File: src/rtl/i2s_pkg.sv
// Shared state encoding and default sync payload for the FIFO write arbiter.
// SEND_SYNC exists only when FIFO_ARB_SYNC_EN is defined.
package i2s_pkg;

  localparam logic [23:0] SYNC_WORD_DEFAULT = 24'hAAFF00;

  typedef enum logic [1:0] {
    IDLE        = 2'd0,
`ifdef FIFO_ARB_SYNC_EN
    SEND_SYNC   = 2'd1,
`endif
    SEND_SAMPLE = 2'd2
  } fifo_arb_state_t;

endpackage

File: src/rtl/arb_channel_slot.sv
// One-entry holding slot for a channel: loads on valid when empty (or being
// freed this cycle), otherwise reports a drop pulse.
module arb_channel_slot #(
  parameter int DATA_SIZE = 24
) (
  input  logic                 clk,
  input  logic                 rst_n,
  input  logic                 valid_i,
  input  logic [DATA_SIZE-1:0] data_i,
  input  logic                 free_i,
  output logic                 ready_o,
  output logic [DATA_SIZE-1:0] data_o,
  output logic                 drop_o
);

  logic                 full_q, full_d;
  logic [DATA_SIZE-1:0] data_q, data_d;
  logic                 accept;

  // A free and a load in the same cycle leave the slot occupied with new data.
  always_comb begin
    full_d = full_q;
    data_d = data_q;
    accept = valid_i && (!full_q || free_i);
    if (free_i) begin
      full_d = 1'b0;
    end
    if (accept) begin
      full_d = 1'b1;
      data_d = data_i;
    end
  end

  always_ff @(posedge clk or negedge rst_n) begin
    if (!rst_n) begin
      full_q <= 1'b0;
      data_q <= '0;
    end else begin
      full_q <= full_d;
      data_q <= data_d;
    end
  end

  assign ready_o = !full_q;
  assign data_o  = data_q;
  assign drop_o  = valid_i && full_q && !free_i;

endmodule

File: src/rtl/fifo_write_arbiter.sv
// Round-robin arbiter writing two channels' samples MSB-first into a byte FIFO.
// Define FIFO_ARB_SYNC_EN to insert a SYNC_WORD frame every SYNC_PERIOD frames.
module fifo_write_arbiter
  import i2s_pkg::*;
#(
  parameter int                   DATA_SIZE   = 24,
  parameter int                   NUM_BYTES   = 2,
  parameter int                   SYNC_PERIOD = 127,
  parameter logic [DATA_SIZE-1:0] SYNC_WORD   = DATA_SIZE'(SYNC_WORD_DEFAULT)
) (
  input  logic                 clk,
  input  logic                 rst_n,
  input  logic                 ch0_valid,
  input  logic [DATA_SIZE-1:0] ch0_data,
  input  logic                 ch1_valid,
  input  logic [DATA_SIZE-1:0] ch1_data,
  input  logic                 fifo_full,
  output logic                 fifo_wr_en,
  output logic [7:0]           fifo_wr_data,
  output logic                 ch0_ready,
  output logic                 ch1_ready,
  output logic [7:0]           drop_count,
  output logic                 busy
);

  localparam int IDX_W = (NUM_BYTES > 1) ? $clog2(NUM_BYTES) : 1;

  fifo_arb_state_t      state_q, state_d;
  logic [IDX_W-1:0]     byteIdx_q, byteIdx_d;
  logic [DATA_SIZE-1:0] frame_q, frame_d;
  logic                 prio_q, prio_d;
  logic [7:0]           dropCount_q, dropCount_d;

`ifdef FIFO_ARB_SYNC_EN
  localparam int CNT_W = $clog2(SYNC_PERIOD + 1);
  logic [CNT_W-1:0]     frameCnt_q, frameCnt_d;
`else
  logic unused_sync_cfg;
  assign unused_sync_cfg = ^{SYNC_WORD, SYNC_PERIOD};
`endif

  logic [DATA_SIZE-1:0] slotData0, slotData1, frameShift;
  logic                 drop0, drop1, free0, free1;
  logic                 occ0, occ1, grantCh, wrEn, lastByte, startSample;
  logic [8:0]           dropSum;

  arb_channel_slot #(.DATA_SIZE(DATA_SIZE)) u_slot0 (
    .clk     (clk),
    .rst_n   (rst_n),
    .valid_i (ch0_valid),
    .data_i  (ch0_data),
    .free_i  (free0),
    .ready_o (ch0_ready),
    .data_o  (slotData0),
    .drop_o  (drop0)
  );

  arb_channel_slot #(.DATA_SIZE(DATA_SIZE)) u_slot1 (
    .clk     (clk),
    .rst_n   (rst_n),
    .valid_i (ch1_valid),
    .data_i  (ch1_data),
    .free_i  (free1),
    .ready_o (ch1_ready),
    .data_o  (slotData1),
    .drop_o  (drop1)
  );

  assign occ0     = !ch0_ready;
  assign occ1     = !ch1_ready;
  assign grantCh  = (occ0 && occ1) ? prio_q : occ1;
  assign busy     = (state_q != IDLE);
  assign wrEn     = busy && !fifo_full;
  assign lastByte = wrEn && (byteIdx_q == IDX_W'(NUM_BYTES - 1));

  // A sync frame chains straight into a sample frame so no IDLE gap appears.
  always_comb begin
    state_d     = state_q;
    byteIdx_d   = byteIdx_q;
    frame_d     = frame_q;
    prio_d      = prio_q;
    startSample = 1'b0;
    free0       = 1'b0;
    free1       = 1'b0;
`ifdef FIFO_ARB_SYNC_EN
    frameCnt_d  = frameCnt_q;
`endif
    case (state_q)
      IDLE: begin
        if (occ0 || occ1) begin
`ifdef FIFO_ARB_SYNC_EN
          if (frameCnt_q == CNT_W'(SYNC_PERIOD)) begin
            state_d = SEND_SYNC;
            frame_d = SYNC_WORD;
          end else begin
            startSample = 1'b1;
          end
`else
          startSample = 1'b1;
`endif
        end
      end
`ifdef FIFO_ARB_SYNC_EN
      SEND_SYNC: begin
        if (lastByte) begin
          byteIdx_d   = '0;
          frameCnt_d  = '0;
          startSample = 1'b1;
        end else if (wrEn) begin
          byteIdx_d = byteIdx_q + IDX_W'(1);
        end
      end
`endif
      SEND_SAMPLE: begin
        if (lastByte) begin
          byteIdx_d = '0;
          state_d   = IDLE;
`ifdef FIFO_ARB_SYNC_EN
          frameCnt_d = frameCnt_q + CNT_W'(1);
`endif
        end else if (wrEn) begin
          byteIdx_d = byteIdx_q + IDX_W'(1);
        end
      end
      default: state_d = IDLE;
    endcase
    if (startSample) begin
      state_d = SEND_SAMPLE;
      frame_d = grantCh ? slotData1 : slotData0;
      free0   = !grantCh;
      free1   = grantCh;
      prio_d  = !grantCh;
    end
  end

  assign dropSum     = {1'b0, dropCount_q} + {8'd0, drop0} + {8'd0, drop1};
  assign dropCount_d = dropSum[8] ? 8'hFF : dropSum[7:0];

  always_ff @(posedge clk or negedge rst_n) begin
    if (!rst_n) begin
      state_q     <= IDLE;
      byteIdx_q   <= '0;
      frame_q     <= '0;
      prio_q      <= 1'b0;
      dropCount_q <= '0;
`ifdef FIFO_ARB_SYNC_EN
      frameCnt_q  <= '0;
`endif
    end else begin
      state_q     <= state_d;
      byteIdx_q   <= byteIdx_d;
      frame_q     <= frame_d;
      prio_q      <= prio_d;
      dropCount_q <= dropCount_d;
`ifdef FIFO_ARB_SYNC_EN
      frameCnt_q  <= frameCnt_d;
`endif
    end
  end

  assign frameShift   = frame_q << {byteIdx_q, 3'b000};
  assign fifo_wr_en   = wrEn;
  assign fifo_wr_data = busy ? frameShift[DATA_SIZE-1 -: 8] : 8'h00;
  assign drop_count   = dropCount_q;

endmodule

File: config.mk
export PLATFORM = sky130hd
export DESIGN_NAME = fifo_write_arbiter
export DESIGN_NICKNAME = d
export VERILOG_FILES = /design/src/rtl/i2s_pkg.sv /design/src/rtl/arb_channel_slot.sv /design/src/rtl/fifo_write_arbiter.sv
export SDC_FILE = /design/constraint.sdc
export NUM_CORES = 1
export LEC_CHECK = 0
export BUFFER_PORTS_ARGS = -buffer_cell sky130_fd_sc_hd__buf_4
export CAP_MARGIN = 20
export CORE_MARGIN = 5
export CORE_UTILIZATION = 45
export CTS_CLUSTER_SIZE = 10
export DETAILED_ROUTE_END_ITERATION = 10
export GPL_TIMING_DRIVEN = 1
export PLACE_DENSITY = 0.68
export RECOVER_POWER = 50
export SYNTH_ARGS = -nofsm -noshare
export SYNTH_HDL_FRONTEND = slang
export SYNTH_HIERARCHICAL = 1
export SYNTH_SLANG_ARGS = --single-unit
File: constraint.sdc
create_clock -name clk -period 2.92 [get_ports clk]
set_input_delay 0 -clock clk [delete_from_list [all_inputs] [get_ports clk]]
set_output_delay 0 -clock clk [all_outputs]
set_load 0.005 [all_outputs]
==> impl_metrics.yaml, run 1 <==
grt:
  grt_pass1_vias: 1983
  antenna_found_initial: 0
  overflow: 0
  grt_pass1_wl_mm: 9.53
  grt_max_degree: 62
  track_usage: 0.163
worst_setup_path:
  critPathKind: "register to register"
  r2r_setup_slack_ns: 0.46
  crit_required_ns: 3.12
  critPathArrivalTime_ns: 2.65
  cp-start-kind: "register"
  worst_setup_path_end_kind: "register"
  crit_fanout: 5
  timing.rr.start: "u_slot1/full_q"
  worst_r2r_path_depth: 10
  timing.rr.end: "drop_count[3]"
yosys:
  syn_area_per_cell_sq_um: 14.3
  netlist_instances: 199
  synth_warnings: 6
  synth_fp_nets: 254
  synthesis.area_sq_mm: 0.00285
final_layout:
  antenna_cells: 0
  fin_nets: 350
  drive_above_1_share: 0.413
  n_fill_cell: 517
  multi_input_area_sq_mm: 0.00118
  regArea_sq_mm: 0.00153
  fin_area_sq_mm: 0.00378
  layout_common_cells: "dfrtp_1, buf_4, dlygate4sd3_1"
  layout_commonest_cell: "dfrtp_1"
  area_delta_synth_final_pct: 32.8
sta:
  achievable-frequency_mhz: 407
  hold_ws_ns: 0.448
  timing.slew.headroom: 0.00392
  fin_setup_tns_ns: 0
  period_share: 0.841
  setup_viol: 0
  rsz0062_at_grt: "no"
  fin_crit_ns: 2.46
  maxSlewViolCount: 0
  tightestPinTransition_ns: 1.49
  finalHoldViolations: 0
  fin_worst_skew_ns: 0.00677
detailed_routing:
  drtIter0Drc: 81
  vias: 1898
  wire_per_inst_microns: 15.6
  final_antenna_net_count: 0
  wl_mm: 5.89
  drc: 0
  via_per_inst: 5.03
  drt-pass1-iter-count: 4
clocking:
  cts_buffers: 9
  cts_max_level: 3
  clk_latency_ns: 0.33
  cts_buffer_depth: 2
  clock_sinks: 61
  cts_resized: 0
  hold_buffers: 36
  root_buffer: "clkbuf_8"
  cts_tree: "done"
  cts_setup_buffers: 0
  path_clk_slew_ns: 0.06
power_and_ir_drop:
  power.density_mw_per_mm2: 963
  p_total_mw: 3.64
  ir_drop_v: 0.000525
  p_leak_nw: 1.85
run_status:
  violations: "capacitance limit"
  status: "finished, violations left"
min_path:
  hold_depth: 4
  hold_end: "u_slot0/full_q"
  worstHoldStart: "ch0_valid"
  hold_class: "input pin to register"
floorplanning:
  ios: 73
  initial_core_util: 0.456
  dieHeight_microns: 89.5
  fp.dieW_microns: 89.5
  dieArea_sq_mm: 0.00802
  num_rows: 29
  design.core.area_sq_mm: 0.00624
placement:
  dp_hpwl_mm: 3.85
  portBuffers: 56
  routabilityCongestion: 0.705
  post_dp_cell_area_sq_mm: 0.00326
job:
  drv.max_cap_violation_count: 1
## power by group
group	internal (mW)	total (mW)	switching (mW)	leakage (nW)
Clock	0.355	0.647	0.293	0.0877
Sequential	1.26	1.57	0.310	0.730
Combinational	0.915	1.43	0.510	1.03
## per-stage QoR
step	cells	setup slack [ns]	utilization
global route	377	0.313	0.606
finish	377	0.464	0.606
floorplan	199	0.372	-
CTS	377	0.462	0.608
global placement	325	0.506	0.523
detailed placement	325	0.472	0.523
## routing by layer
metal / vias up / part of all wire / GRT usage
li1: 901 / - / -
met1: 940 / 0.46 / 0.210
met2: 48 / 0.47 / 0.257
met3: 9 / 0.050 / 0.0369
met4: 0 / 0.020 / 0.0853
met5: - / 0 / 0
## how the worst max path moves through the flow
stage,from,end,slack [ns],depth (start not counted)
global placement,u_slot1/full_q,drop_count[5],0.51,10
CTS,u_slot1/full_q,drop_count[3],0.46,10
detailed placement,u_slot1/full_q,drop_count[3],0.47,10
floorplan,u_slot1/full_q,drop_count[6],0.37,11
finish,u_slot1/full_q,drop_count[3],0.46,10
global route,u_slot1/full_q,drop_count[3],0.31,10
## critical path, stage by stage, from the launching register on
cell,delay (ns)
dfrtp_1,0.40
inv_1,0.18
inv_2,0.07
a211oi_4,0.24
nand2b_4,0.19
nor2_1,0.06
fa_1,0.44
ha_1,0.25
and3_1,0.24
nand2_1,0.16
o21ai_0,0.11
## sequential cells by signal (all words and copies together) (netlist names)
name / cells
byteIdx_q: 1
drop_count: 8
frame_q: 16
prio_q: 1
state_q: 1
u_slot0/data_o: 16
u_slot0/full_q: 1
u_slot1/data_o: 16
u_slot1/full_q: 1
## cell type report
type,count,share of cell area
inverter,7,0.00695
clock buffer,15,0.0440
sequential,61,0.404
timing repair buffer,94,0.207
clock inverter,1,0.00132
multi-input combinational,122,0.311
tap,77,0.0255
(Power assumes the default switching activity.)
==> run 2: changes to the inputs <==
Clock period 2.92 ns to 2.4 ns, I/O delays scaled along.
==> run 2 against run 1 <==
Effect of this change:
- the flow now finishes without violations
- core utilization up 1.2 points
- flip-flop and latch count unchanged
- wire length up 1.7%
- first-iteration DRC count fell by 3.7%
- clock-buffer cell count is 1 higher
- fmax is 7.7% higher
- global-route usage rose by 0.91 points
- final area rose by 2.1%
- clock skew is essentially flat
- non-clock buffer count increased by 5
- clock power is 33% higher
==> impl_metrics.yaml, run 2 (synthesis gave the netlist of run 1 again) <==
worst_setup_path:
  cp-start-kind: "register"
  crit_required_ns: 2.61
  critPathKind: "register to register"
  worst_setup_path_end_kind: "register"
  slowest_stage: "dfrtp_1"
  path_cells: "inv_1 > nor2_1 > nor3_4 > nand2b_4 > nor2_1 > fa_2 > ha_2 > and3_1 > a31oi_1 > a31oi_1"
  r2r_setup_slack_ns: 0.12
  cp_slowest_stage_delay_ns: 0.41
  critPathArrivalTime_ns: 2.49
  crit_fanout: 5
final_layout:
  antenna_cells: 0
  postLayoutCoreUtil: 0.618
  drive_above_1_share: 0.446
  area_delta_synth_final_pct: 35.5
  fin_area_sq_mm: 0.00386
  layout_common_cells: "dfrtp_1, buf_4, dlygate4sd3_1"
  layout_commonest_cell: "dfrtp_1"
  fin_nets: 355
grt:
  grt_max_degree: 62
  track_usage: 0.172
  antenna_found_initial: 0
  overflow: 0
  grt_pass1_vias: 2108
  grt_pass1_wl_mm: 10.1
power_and_ir_drop:
  power.density_mw_per_mm2: 1180
  ir_drop_v: 0.000671
  p_leak_nw: 1.89
clocking:
  root_buffer: "clkbuf_8"
  cts_tree: "done"
  cts_buffer_depth: 2
  clk_latency_ns: 0.34
  cts_max_level: 3
  cts_buffers: 9
  clock_sinks: 61
  path_clk_slew_ns: 0.06
floorplanning:
  fp.dieW_microns: 89.5
  initial_core_util: 0.456
  design.core.area_sq_mm: 0.00624
  num_rows: 29
  dieHeight_microns: 89.5
  ios: 73
  dieArea_sq_mm: 0.00802
sta:
  setup_viol: 0
  tightestPinTransition_ns: 1.48
  maxSlewViolCount: 0
  period_share: 0.950
  fin_crit_ns: 2.28
  finalHoldViolations: 0
  timing.slew.headroom: 0.0163
  fin_worst_skew_ns: 0.00656
  achievable-frequency_mhz: 439
placement:
  dp_hpwl_mm: 3.89
  routabilityCongestion: 0.719
  portBuffers: 56
  post_dp_cell_area_sq_mm: 0.00330
detailed_routing:
  wire_per_inst_microns: 15.7
  vias: 1925
  drc: 0
  drt-pass1-iter-count: 4
  final_antenna_net_count: 0
  drtIter0Drc: 78
  wl_mm: 5.99
  via_per_inst: 5.04
min_path:
  hold_class: "input pin to register"
run_status:
  status: "finished, final reports clean"
job:
  drv.max_cap_violation_count: 0
run 2: layer usage:
layer / global-route usage / up-vias / wire [microns] / part of all wire
met1: 0.214 / 955 / 2660 / 0.44
met4: 0.0568 / 0 / 87 / 0.015
li1: - / 917 / - / -
met2: 0.277 / 44 / 2900 / 0.48
met3: 0.0645 / 9 / 342 / 0.057
met5: 0 / - / 0 / 0
run 2: path summary, 6_finish.rpt:
| check | start | end | cells past startpoint |
|---|---|---|---|
| hold reg to reg | u_slot0/data_o[18] | frame_q[18] | 1 |
| setup / recovery | u_slot0/full_q | drop_count[6] | 10 |
| max in group asynchronous | rst_n | frame_q[10] | 2 |
| setup reg to reg | u_slot0/full_q | drop_count[6] | 10 |
| hold / removal | ch0_data[15] | u_slot0/data_o[15] | 3 |
| min in group asynchronous | rst_n | u_slot0/data_o[18] | 2 |
run 2: critical path, delay by kind of cell, from the launching register on:
family	cells	cell delay [ns]
flip-flops	1	0.41
AO/OA/AOI/OAI	2	0.27
buffers and inverters	1	0.21
adder cells (fa/ha/maj)	2	0.55
AND/OR/NAND/NOR	5	0.70
run 2: per-stage QoR:
stage / hold WS (ns) / cells / worst slack, ns / setup TNS, ns / power, mW
floorplan: -0.296 / 199 / 0.00797 / 0 / 3.15
global placement: 0.122 / 328 / 0.169 / 0 / 3.63
detailed placement: 0.124 / 328 / 0.0916 / 0 / 3.69
CTS: 0.288 / 380 / 0.0917 / 0 / 4.62
global route: 0.417 / 382 / -0.00784 / -0.00784 / 4.87
finish: 0.427 / 382 / 0.121 / 0 / 4.57
run 2: layout make-up:
type | count | area, sq um
inverter | 7 | 26.3
clock buffer | 16 | 190
multi-input combinational | 122 | 1190
tap | 77 | 96.3
sequential | 61 | 1530
timing repair buffer | 99 | 827
fill | 511 | 2380
run 2: where the power goes:
group          internal, mW  leakage, nW  total (mW)  switching [mW]
clock                 0.489       0.0970       0.858           0.369
combinational          1.16         1.06        1.81           0.651
sequential             1.53        0.730        1.90           0.373
run 2: repair_timing:
| action | in CTS | in global routing |
|---|---|---|
| hold endpoints to repair | 97 | 0 |
| endpoints found under the setup margin | 0 | 5 |
| hold buffers | 36 | 0 |
| buffers inserted | 0 | 2 |
| gates resized for setup | 0 | 1 |
==> run 3: changes to the inputs <==
Settings changed: PLACE_DENSITY 0.68 to 0.73.
==> run 3 against run 2 <==
Effect of this change:
- sequential share of layout area increased by 0.43 points
- core utilization decreased by 0.66 points
- flip-flop and latch count unchanged
- global-route usage decreased by 1.3 points
- highest routed layer unchanged
- final area decreased by 1.1%
- first-iteration DRC count increased by 1.3%
- largest power group unchanged
- wire length decreased by 2.0%
- cell count decreased by 0.79%
- via count decreased by 0.16%
- combinational power about the same
- critical endpoint unchanged
- setup slack improved by 0.017 ns
==> impl_metrics.yaml, run 3 (synthesis gave the netlist of run 1 again) <==
sta:
  fin_worst_skew_ns: 0.00297
  achievable-frequency_mhz: 442
  timing.slew.headroom: 0.0145
  tightestPinTransition_ns: 1.48
  setup_viol: 0
  rsz0062_at_grt: "no"
  fin_ws_ns: 0.137
  fin_crit_ns: 2.26
  finalHoldViolations: 0
  fin_setup_tns_ns: 0
  period_share: 0.943
  hold_ws_ns: 0.447
  maxSlewViolCount: 0
power_and_ir_drop:
  switchingPower_mw: 1.38
  clkPwrFrac: 0.176
  power.density_mw_per_mm2: 1180
  seqPwrFrac: 0.426
  p_total_mw: 4.49
  p_sw_frac: 0.309
  p_leak_nw: 1.86
  pwr-share-comb: 0.398
  internal_power_mw: 3.10
  ir_drop_v: 0.000610
clocking:
  cts_buffer_depth: 2
  cts_max_level: 3
  root_buffer: "clkbuf_8"
  cts_tree: "done"
  clock_sinks: 61
  path_clk_slew_ns: 0.06
  cts_buffers: 9
  clk_latency_ns: 0.32
  cts_setup_buffers: 0
final_layout:
  postLayoutCoreUtil: 0.611
  antenna_cells: 0
  area_delta_synth_final_pct: 34.1
  fin_cells: 379
  fin_area_sq_mm: 0.00382
  drive_above_1_share: 0.440
  layout_common_cells: "dfrtp_1, buf_4, dlygate4sd3_1"
  fin_nets: 352
  layout_commonest_cell: "dfrtp_1"
  n_fill_cell: 492
grt:
  track_usage: 0.159
  grt_max_degree: 62
  overflow: 0
  grt_pass1_vias: 1997
  antenna_found_initial: 0
  grt_pass1_wl_mm: 9.56
floorplanning:
  fp.dieW_microns: 89.5
  dieArea_sq_mm: 0.00802
  ios: 73
  initial_core_util: 0.456
  num_rows: 29
  dieHeight_microns: 89.5
  design.core.area_sq_mm: 0.00624
placement:
  post_dp_cell_area_sq_mm: 0.00329
  portBuffers: 56
  routabilityCongestion: 0.693
  dp_hpwl_mm: 3.90
  pre_cts_ws_ns: 0.111
  placedCellCount: 327
worst_setup_path:
  crit_required_ns: 2.60
  worst_r2r_path_depth: 10
  cp-start-kind: "register"
  critPathArrivalTime_ns: 2.47
  crit_fanout: 5
  worst_setup_path_end_kind: "register"
  critPathKind: "register to register"
min_path:
  hold_depth: 3
  hold_class: "input pin to register"
detailed_routing:
  vias: 1922
  drt-pass1-iter-count: 4
  drc: 0
  wire_per_inst_microns: 15.5
  via_per_inst: 5.07
  final_antenna_net_count: 0
  drtIter0Drc: 79
  wl_mm: 5.87
job:
  drv.max_cap_violation_count: 0
run_status:
  status: "finished, final reports clean"
==> run 3: cell types whose count changed in the layout (fill, tap and decap cells not counted) <==
cell / before / now
inv_1: 5 / 4
inv_2: 2 / 3
clkinv_2: 0 / 1
clkbuf_1: 4 / 5
clkbuf_8: 13 / 11
buf_4: 54 / 51
==> run 3: layout make-up <==
| cell class | count | area [sq um] | area share |
|---|---|---|---|
| clock buffer | 15 | 166 | 0.0436 |
| clock inverter | 1 | 5.00 | 0.00131 |
| inverter | 7 | 26.3 | 0.00689 |
| multi-input combinational | 122 | 1190 | 0.312 |
| sequential | 61 | 1530 | 0.400 |
| tap | 77 | 96.3 | 0.0252 |
| timing repair buffer | 96 | 805 | 0.211 |
==> run 3: power groups by stage <==
stage	Clock, mW	Combinational, mW	Sequential, mW
floorplan	0	1.36	1.78
global placement	0	1.71	1.91
detailed placement	0	1.76	1.93
CTS	0.819	1.83	1.91
global route	0.856	1.95	1.97
finish	0.788	1.79	1.91
==> run 3: critical path, cell delays in order, from the launching register on <==
cell and delay (ns):
dfrtp_1 0.41, inv_2 0.15, inv_2 0.06, a211oi_4 0.21, nand2b_4 0.19, nor2_1 0.06
fa_2 0.38, ha_2 0.21, and3_1 0.23, a31oi_1 0.19, a31oi_1 0.05
==> run 3: routing by layer <==
layer	wire (microns)	global-route usage	part of all wire
met1	2720	0.207	0.46
met2	2850	0.261	0.48
met3	244	0.0332	0.042
met4	56	0.0609	0.0095
met5	0	0	0
==> run 3: path summary, 6_finish.rpt <==
path / start / endpoint / slack (ns)
worst min register to register: u_slot0/data_o[23] / frame_q[23] / 0.51
worst max register to register: u_slot1/full_q / drop_count[6] / 0.14
max in group asynchronous: rst_n / u_slot0/data_o[13] / 0.94
min in group asynchronous: rst_n / u_slot0/data_o[18] / 0.58
worst max-delay path: u_slot1/full_q / drop_count[6] / 0.14
worst min-delay path: ch0_data[18] / u_slot0/data_o[18] / 0.45
==> run 3: repair_timing <==
action / in CTS / in global routing
hold buffers: 36 / 0
endpoints found under the hold margin: 97 / 0
gates resized for setup: 0 / 2
endpoints found under the setup margin: 0 / 2
